$ cat config.mk
export PLATFORM = sky130hd
export DESIGN_NAME = fpadd_result_tx_flat
export DESIGN_NICKNAME = d
export VERILOG_FILES = /design/src/rtl/fpadd_result_tx_if.sv /design/src/rtl/fpadd_result_tx.sv /design/src/flat_wrapper.sv
export SDC_FILE = /design/constraint.sdc
export NUM_CORES = 1
export LEC_CHECK = 0
export ABC_AREA = 0
export CORE_ASPECT_RATIO = 0.6
export CORE_MARGIN = 2
export CORE_UTILIZATION = 59
export DETAILED_ROUTE_END_ITERATION = 10
export GPL_TIMING_DRIVEN = 0
export HOLD_SLACK_MARGIN = 0.12
export PLACE_DENSITY_LB_ADDON = 0.12
export SYNTH_ARGS = -nofsm -noshare
export SYNTH_HDL_FRONTEND = slang
export SYNTH_SLANG_ARGS = --single-unit
$ cat constraint.sdc
create_clock -name clk -period 3.1 [get_ports clk]
set_input_delay 0.465 -clock clk [delete_from_list [all_inputs] [get_ports clk]]
set_output_delay 0.465 -clock clk [all_outputs]
set_load 0.02 [all_outputs]
$ cat src/rtl/fpadd_result_tx_if.sv
// Result-side bundle between the adder datapath, the transmitter and the downstream consumer.
// Latency: none; this only carries wires.
// Backpressure: in_ready and m_ready carry the stall information in each direction.
interface fpadd_result_tx_if #(
    parameter int DATA_W = 32,
    parameter int DEPTH  = 4
);
    logic                     in_valid;
    logic [DATA_W-1:0]        in_data;
    logic                     in_ready;
    logic                     m_valid;
    logic [DATA_W-1:0]        m_data;
    logic                     m_ready;
    logic [$clog2(DEPTH):0]   count;
    logic                     overflow;

    // Transmitter side: takes the datapath push, drives the consumer side.
    modport master (
        input  in_valid, in_data, m_ready,
        output in_ready, m_valid, m_data, count, overflow
    );

    // Environment side: datapath producer plus downstream consumer.
    modport slave (
        output in_valid, in_data, m_ready,
        input  in_ready, m_valid, m_data, count, overflow
    );
endinterface

$ cat src/rtl/fpadd_result_tx.sv
// Buffers adder results in a DEPTH-entry first-word-fall-through queue toward a valid/ready consumer.
// Latency: 1 cycle from push to head visibility; 1 word/cycle sustained while partially filled.
// Backpressure: in_ready drops when full; words offered while full are dropped and latch overflow.
module fpadd_result_tx #(
    parameter int DATA_W = 32,
    parameter int DEPTH  = 4
) (
    input  logic               clk,
    input  logic               reset,
    fpadd_result_tx_if.master  bus
);
    localparam int AW = $clog2(DEPTH);
    localparam int CW = AW + 1;

    typedef enum logic [1:0] {
        ST_EMPTY   = 2'd0,
        ST_PARTIAL = 2'd1,
        ST_FULL    = 2'd2
    } state_t;

    state_t            state;
    state_t            state_nxt;
    logic [CW-1:0]     count;
    logic [CW-1:0]     count_nxt;
    logic [AW-1:0]     wr_ptr;
    logic [AW-1:0]     rd_ptr;
    logic              overflow;
    logic [DATA_W-1:0] mem [0:DEPTH-1];

    logic              full;
    logic              empty;
    logic              push;
    logic              pop;
    logic              drop;

    // Status comes straight from the state register, so no input reaches the outputs combinationally.
    assign full  = (state == ST_FULL);
    assign empty = (state == ST_EMPTY);

    // A full buffer refuses the word even if the head is leaving this cycle.
    assign push = bus.in_valid && !full;
    assign drop = bus.in_valid && full;
    assign pop  = !empty && bus.m_ready;

    // Occupancy bookkeeping and buffer-state decode for the next cycle.
    always_comb begin
        count_nxt = count;
        state_nxt = state;
        if (push && !pop) begin
            count_nxt = count + CW'(1);
        end else if (pop && !push) begin
            count_nxt = count - CW'(1);
        end
        if (count_nxt == '0) begin
            state_nxt = ST_EMPTY;
        end else if (count_nxt == CW'(DEPTH)) begin
            state_nxt = ST_FULL;
        end else begin
            state_nxt = ST_PARTIAL;
        end
    end

    // State, occupancy, pointers and the sticky drop flag; reset discards all held words.
    always_ff @(posedge clk) begin
        if (reset) begin
            state    <= ST_EMPTY;
            count    <= '0;
            wr_ptr   <= '0;
            rd_ptr   <= '0;
            overflow <= 1'b0;
        end else begin
            state <= state_nxt;
            count <= count_nxt;
            if (push) begin
                wr_ptr <= wr_ptr + AW'(1);
            end
            if (pop) begin
                rd_ptr <= rd_ptr + AW'(1);
            end
            if (drop) begin
                overflow <= 1'b1;
            end
        end
    end

    // Storage array; contents are meaningless until written, so it carries no reset.
    always_ff @(posedge clk) begin
        if (push && !reset) begin
            mem[wr_ptr] <= bus.in_data;
        end
    end

    assign bus.in_ready = !full;
    assign bus.m_valid  = !empty;
    assign bus.m_data   = empty ? '0 : mem[rd_ptr];
    assign bus.count    = count;
    assign bus.overflow = overflow;

endmodule

$ cat src/flat_wrapper.sv
// flat-port wrapper written by rule: the top's interface ports become plain ports
module fpadd_result_tx_flat 
#(
    parameter int DATA_W = 32,
    parameter int DEPTH  = 4
)
  (clk, reset, bus_in_valid, bus_in_data, bus_m_ready, bus_in_ready, bus_m_valid, bus_m_data, bus_count, bus_overflow);
  fpadd_result_tx_if #(.DATA_W(DATA_W), .DEPTH(DEPTH)) bus_i ();
  input  logic clk;
  input  logic reset;
  input wire logic [$bits(bus_i.in_valid)-1:0] bus_in_valid;
  input wire logic [$bits(bus_i.in_data)-1:0] bus_in_data;
  input wire logic [$bits(bus_i.m_ready)-1:0] bus_m_ready;
  output wire logic [$bits(bus_i.in_ready)-1:0] bus_in_ready;
  output wire logic [$bits(bus_i.m_valid)-1:0] bus_m_valid;
  output wire logic [$bits(bus_i.m_data)-1:0] bus_m_data;
  output wire logic [$bits(bus_i.count)-1:0] bus_count;
  output wire logic [$bits(bus_i.overflow)-1:0] bus_overflow;
  assign bus_i.in_valid = bus_in_valid;
  assign bus_i.in_data = bus_in_data;
  assign bus_i.m_ready = bus_m_ready;
  assign bus_in_ready = bus_i.in_ready;
  assign bus_m_valid = bus_i.m_valid;
  assign bus_m_data = bus_i.m_data;
  assign bus_count = bus_i.count;
  assign bus_overflow = bus_i.overflow;
  fpadd_result_tx #(.DATA_W(DATA_W), .DEPTH(DEPTH)) u_core (.clk(clk), .reset(reset), .bus(bus_i));
endmodule
==> results.md, run 1 <==
* Post-CTS sizing at 0
* Synthesized area per cell at about 20 sq um
* Compound-Gate Fraction of Synth Area at under 10%
* Slew Limit Fails at 0
* Core area at a little over 9000 sq um
* Slew HR at about 41%
* HPWL after DPL at about 5600 microns
* Pwr dens at 748 nW/um^2
* CTS Buffer Depth at 2
* Buffers inserted by post-CTS timing repair at 0
* Synth Area in Adders at approximately 1.4%
* Clock Sinks at 140
* FMAX at 363 MHz
* Endpoint class of the critical path: output pin
* Mapped Cells at 275
* Root Driver: clkbuf_16
* Final wirelength at 10100 microns
* Remaining Overflow, GRT at 0
* Post-CTS Hold Fix Bufs at 0
* Seq/Total Area, Yosys at 73.6%
* Layout cells sized above 1 at 21.1%
* Yosys top cell area share at 69.3%
* Vias in the first global route at 2916
* Fin. Hold Viols at 0
* Area Growth Syn to Fin at 27.4%
* CP Class: flop to output pin
* Synth cell types at 34
* H-tree Lvls at 4
* Crit path DAT at 2.29 ns
* WHS at 0.468 ns
* Iter 0 DRT Violations at 172
* First drt pass iteration count at 4
* Final Skew at roughly 0.023 ns
* DRT antenna net count at 0
* DR DRC count at 0
* WP data required at 2.63 ns
* I/O Pins at 74
* # rows at 27
* XOR/XNOR share of the synthesized area at less than 1%
* Met1 Resource Use GR at 30.1%
* Initial antenna violation count at 2
* Synth Area in Simple Gates at under 10%
* CTS clock-pin slew for the worst setup and hold paths at 0.05 ns
* Largest cells by area after synthesis: edfxtp_1, mux4_2, dfxtp_1
* Die width at 129 microns
* # port buffers at 72
* GRT met2 Usage at 32.2%
* Nets at 408
* Max-cap viol count at 0
* GR Layer Usage met3 at 7.88%
* Vias per cell at between 5 and 6
* Largest delay share family, worst path: buffers and inverters
* DIE HEIGHT at 79.1 microns
* Critical Path Source Type: flop
* Multiplexer share of the synthesized area at 13.5%
* Unrepaired setup endpoints after global routing: false
* Commonest non-fill, non-tap cell in the layout: edfxtp_1
* Fill count at 527
* Num CTS Buffers at 17
* Outcome: complete, no violations
* Hold WC Path Type: flop to flop
* Routability cong. at 0.788
* Syn Nets at 317
* Lkg Pwr at 2.34 nW
* Design Area, Final at 7060 sq um
* CP Cell Sequence: or2_2 > clkbuf_1 > and2_1 > clkdlybuf4s50_1
* First-pass GRT wire length at around 16000 microns
* Largest family of logic cells by synthesized area: multiplexers
* Mapped Area at 5550 sq um
* Initial core utilization at 60.6%
* Most Used Layer, Global Route: met2
* VDD IR max at between 0.0004 and 0.0005 V
* Yosys top cell by area: edfxtp_1
* Number of buffers and inverters on the critical path at 2
* Clk_lat worst skew at 0.43 ns
* Core occupancy in the finished layout at 77.2%
* Via count at 2740
* Register bit count reported by yosys at between 100 and 150
* Most frequent cells in the layout: edfxtp_1, clkdlybuf4s50_1, and2_1, mux4_2, clkbuf_16
* Die ar. at around 10000 sq um
* Wirelength per Cell at slightly below 20 microns
* Worst-Margin Slew at about 0.89 ns
* Crit path max fanout at 10
* Tcrit/Tclk final at 88.9%
* CTS tree: yes
* GRT Total Usage at 22.0%
* DP Area at 6430 sq um
* Slowest stage delay, CP at between 0.6 and 0.7 ns
* # diodes at 0
* Synthesis warning total at 0
* Largest net degree at the start of global routing at 33
* Worst path slowest cell: clkdlybuf4s50_1
* Final setup fails at 0
* Min Tclk post-route at about 2.8 ns
cells by family after synthesis:
| group | Yosys count |
|---|---|
| buffers and inverters | 20 |
| adder cells (fa/ha/maj) | 6 |
| XOR/XNOR | 4 |
| AO/OA/AOI/OAI | 13 |
| flip-flops | 140 |
| AND/OR/NAND/NOR | 58 |
| multiplexers | 34 |
worst paths after layout:
check / from / endpoint / slack (ns) / cells past startpoint
worst max-delay path: u_core.state[1] / bus_m_data[25] / 0.34 / 4
worst min-delay path: u_core.bus.overflow / u_core.bus.overflow / 0.47 / 2
worst max register to register: u_core.state[0] / u_core.mem[0][3] / 0.98 / 6
worst min register to register: u_core.bus.overflow / u_core.bus.overflow / 0.47 / 2
synth_stat cells:
master	count
inv_1	5
xnor2_1	3
edfxtp_1	128
ha_1	6
mux2_1	1
o21a_2	1
o2111a_1	1
buf_4	1
and3b_1	1
o21a_1	2
nand3_1	3
and3_1	1
o211ai_1	1
nand3b_1	1
nand2_1	4
mux4_1	2
nor2b_1	1
o21ai_0	1
nor2b_4	1
or2_2	1
and2_1	36
xor2_1	1
inv_2	1
mux4_2	30
o221ai_2	3
nor2_1	8
buf_6	2
mux2i_1	1
clkbuf_1	4
nor3b_1	1
dfxtp_1	12
a21oi_1	4
buf_12	3
buf_2	4
per-stage QoR:
step	power (mW)	worst slack (ns)	TNS [ns]	instances
2_1_floorplan	2.78	1.01	0	275
3_3_place_gp	3.13	-0.168	-18.58	477
3_5_place_dp	3.15	0.374	0	477
4_1_cts	5.32	0.295	0	509
5_1_grt	5.47	0.164	0	509
6_report	5.28	0.345	0	509
worst reg2reg max path, stage by stage (launching register included):
cell and delay (ns):
dfxtp_1 0.31, buf_4 0.17, nor2b_4 0.06, inv_2 0.09, nand2_1 0.10, nor2_1 0.21, and2_2 0.77
sequential cells by signal, summed over array words and instances (netlist names), named ones only:
signal	cells
u_core.bus.count	3
u_core.bus.overflow	1
u_core.mem	128
u_core.rd_ptr	2
u_core.state	2
u_core.wr_ptr	2
per-layer routing:
metal / vias up / part of all wire, % / wire, microns
li1: 1272 / - / -
met1: 1353 / 44 / 4440
met2: 101 / 47 / 4700
met3: 12 / 7.6 / 765
met4: 2 / 1.5 / 155
met5: - / 0.13 / 13
report_power, final:
group	leakage (nW)	switching, mW	total (mW)	internal [mW]
combinational	0.772	0.454	0.933	0.479
clock	0.304	0.757	2.18	1.42
sequential	1.26	0.0305	2.17	2.14
total	2.34	1.24	5.28	4.04
layout make-up:
cell class	instances	area [sq um]	share of cell area [%]
well taps	130	163	2.30
plain buffers	14	125	1.77
inverters	6	22.5	0.319
flip-flops and latches	140	4080	57.8
clock buffers	19	433	6.13
multi-input cells	115	1320	18.7
clock inverters	13	198	2.80
repair buffers	72	721	10.2
Power figures use the tool's default switching activity.
==> run 2: changes to the inputs <==
--- a/config.mk
+++ b/config.mk
@@ -12,7 +12,8 @@
 export DETAILED_ROUTE_END_ITERATION = 10
 export GPL_TIMING_DRIVEN = 0
 export HOLD_SLACK_MARGIN = 0.12
-export PLACE_DENSITY_LB_ADDON = 0.12
+export PLACE_DENSITY = 0.88
+export SLEW_MARGIN = 20
 export SYNTH_ARGS = -nofsm -noshare
 export SYNTH_HDL_FRONTEND = slang
 export SYNTH_SLANG_ARGS = --single-unit
==> constraint.sdc (replaced) <==
create_clock -name clk -period 3.5 [get_ports clk]
set_input_delay 0.525 -clock clk [delete_from_list [all_inputs] [get_ports clk]]
set_output_delay 0.525 -clock clk [all_outputs]
set_load 0.02 [all_outputs]
==> results.md, run 2 (synthesis gave the netlist of run 1 again) <==
* CP Cell Sequence: or2_2 > clkbuf_1 > and2_1 > clkdlybuf4s50_1
* I/O Pins at 74
* Initial antenna violation count at 0
* DRT antenna net count at 0
* Pwr dens at between 600 and 700 nW/um^2
* Most frequent cells in the layout: edfxtp_1, clkdlybuf4s50_1, and2_1, mux4_2, clkbuf_16
* Largest delay share family, worst path: buffers and inverters
* Iter 0 DRT Violations at 270
* Placed Instances at 481
* Cell Count, Final, Fillers Out at slightly above 500
* Area Growth Syn to Fin at 28.9%
* First-pass GRT wire length at 16100 microns
* # diodes at 0
* Final worst slack at 0.579 ns
* Vias in the first global route at 3012
* Post-CTS Hold Fix Bufs at 0
* R2r setup slk at 1.49 ns
* # port buffers at 72
* Clock Sinks at 140
* Die width at between 100 and 150 microns
* Final Skew at 0.00517 ns
* Buffers inserted by post-CTS timing repair at 0
* CTS Buffer Depth at 2
* Via count at around 2900
* WHS at 0.536 ns
* Remaining Overflow, GRT at 0
* CTS tree: yes
* Met3 WL at 669 microns
* CTS clock-pin slew for the worst setup and hold paths at 0.06 ns
* Crit path max fanout at 10
* WP data required at 2.97 ns
* Num CTS Buffers at 17
* DIE HEIGHT at 79.1 microns
* Biggest regs: u_core.mem (128), u_core.bus.count (3)
* Outcome: complete, no violations
* Slew HR at 68.0%
* Slew Limit Fails at 0
* Lkg Pwr at 2.37 nW
* # rows at 27
* HPWL after DPL at 6590 microns
* Core area at 9160 sq um
* Final setup fails at 0
* Clk_lat worst skew at 0.41 ns
* Max FFs per register at 128
* Worst path slowest cell: clkdlybuf4s50_1
* Routability cong. at between 0.8 and 0.9
* VDD IR max at ~0.00059 V
* Tcrit/Tclk final at 83.4%
* First drt pass iteration count at 4
* Nets at 412
* Endpoint class of the critical path: output pin
* Crit path DAT at 2.40 ns
* Die ar. at roughly 10000 sq um
* Wirelength per Cell at 20.3 microns
* Unrepaired setup endpoints after global routing: false
* Reg with most FFs: u_core.mem
* Hold WC Path Type: flop to flop
* Critical Path Source Type: flop
* Slowest stage delay, CP at 0.62 ns
* M1 WL at 4400 microns
* Commonest non-fill, non-tap cell in the layout: edfxtp_1
* Root Driver: clkbuf_16
* Vias per cell at 5.63
* Core occupancy in the finished layout at 78.1%
* FMAX at 342 MHz
* Pre-CTS WS at 0.846 ns
* Max-cap viol count at 0
* Highest metal used: met4
* Initial core utilization at between 60% and 70%
* Min Tclk post-route at 2.92 ns
* Worst-Margin Slew at 0.481 ns
* Largest net degree at the start of global routing at 19
* Fin. Hold Viols at 0
* Setup_tns at 0 ns
* Post-CTS sizing at 0
* Number of buffers and inverters on the critical path at 2
* CP Class: flop to output pin
* Layout cells sized above 1 at 21.9%
* Final wirelength at 10400 microns
* Metal2 WL at 5040 microns
* DR DRC count at 0
* H-tree Lvls at 4
* GRT Total Usage at 22.4%
[run 2: final timing paths]
path,from,end,depth (start not counted)
worst max-delay path,u_core.state[1],bus_m_data[28],4
worst min-delay path,u_core.wr_ptr[1],u_core.wr_ptr[1],2
worst max register to register,u_core.state[1],u_core.mem[3][11],6
worst min register to register,u_core.wr_ptr[1],u_core.wr_ptr[1],2
[run 2: per-stage QoR]
step	instance area (sq um)	power, mW
finish	7150	4.60
CTS	7150	4.64
floorplan	5550	2.46
global placement	6430	2.77
detailed placement	6540	2.81
global route	7150	4.76
[run 2: area by class of cell]
class / instances / area, sq um
Clock inverter: 14 / 176
Clock buffer: 18 / 429
Fill cell: 487 / 2010
Sequential cell: 140 / 4080
Inverter: 6 / 22.5
Buffer: 14 / 125
Multi-Input combinational cell: 115 / 1320
Timing Repair Buffer: 76 / 831
Tap cell: 130 / 163
[run 2: tightest hold or removal path: cells and delay by family, from the launching register on]
kind / cells / cell delay, ns
simple gates: 1 / 0.07
flops: 1 / 0.35
compound gates: 1 / 0.06
[run 2: routing by layer]
metal / up-vias / global-route usage (%)
met5: - / 0
met4: 0 / 10.9
met3: 25 / 6.40
met2: 114 / 34.7
met1: 1470 / 29.6
li1: 1278 / -
[run 2: power by group]
group	internal (mW)	switching, mW	total (mW)
logic	0.435	0.414	0.849
clock network	1.18	0.647	1.83
registers	1.90	0.0277	1.92
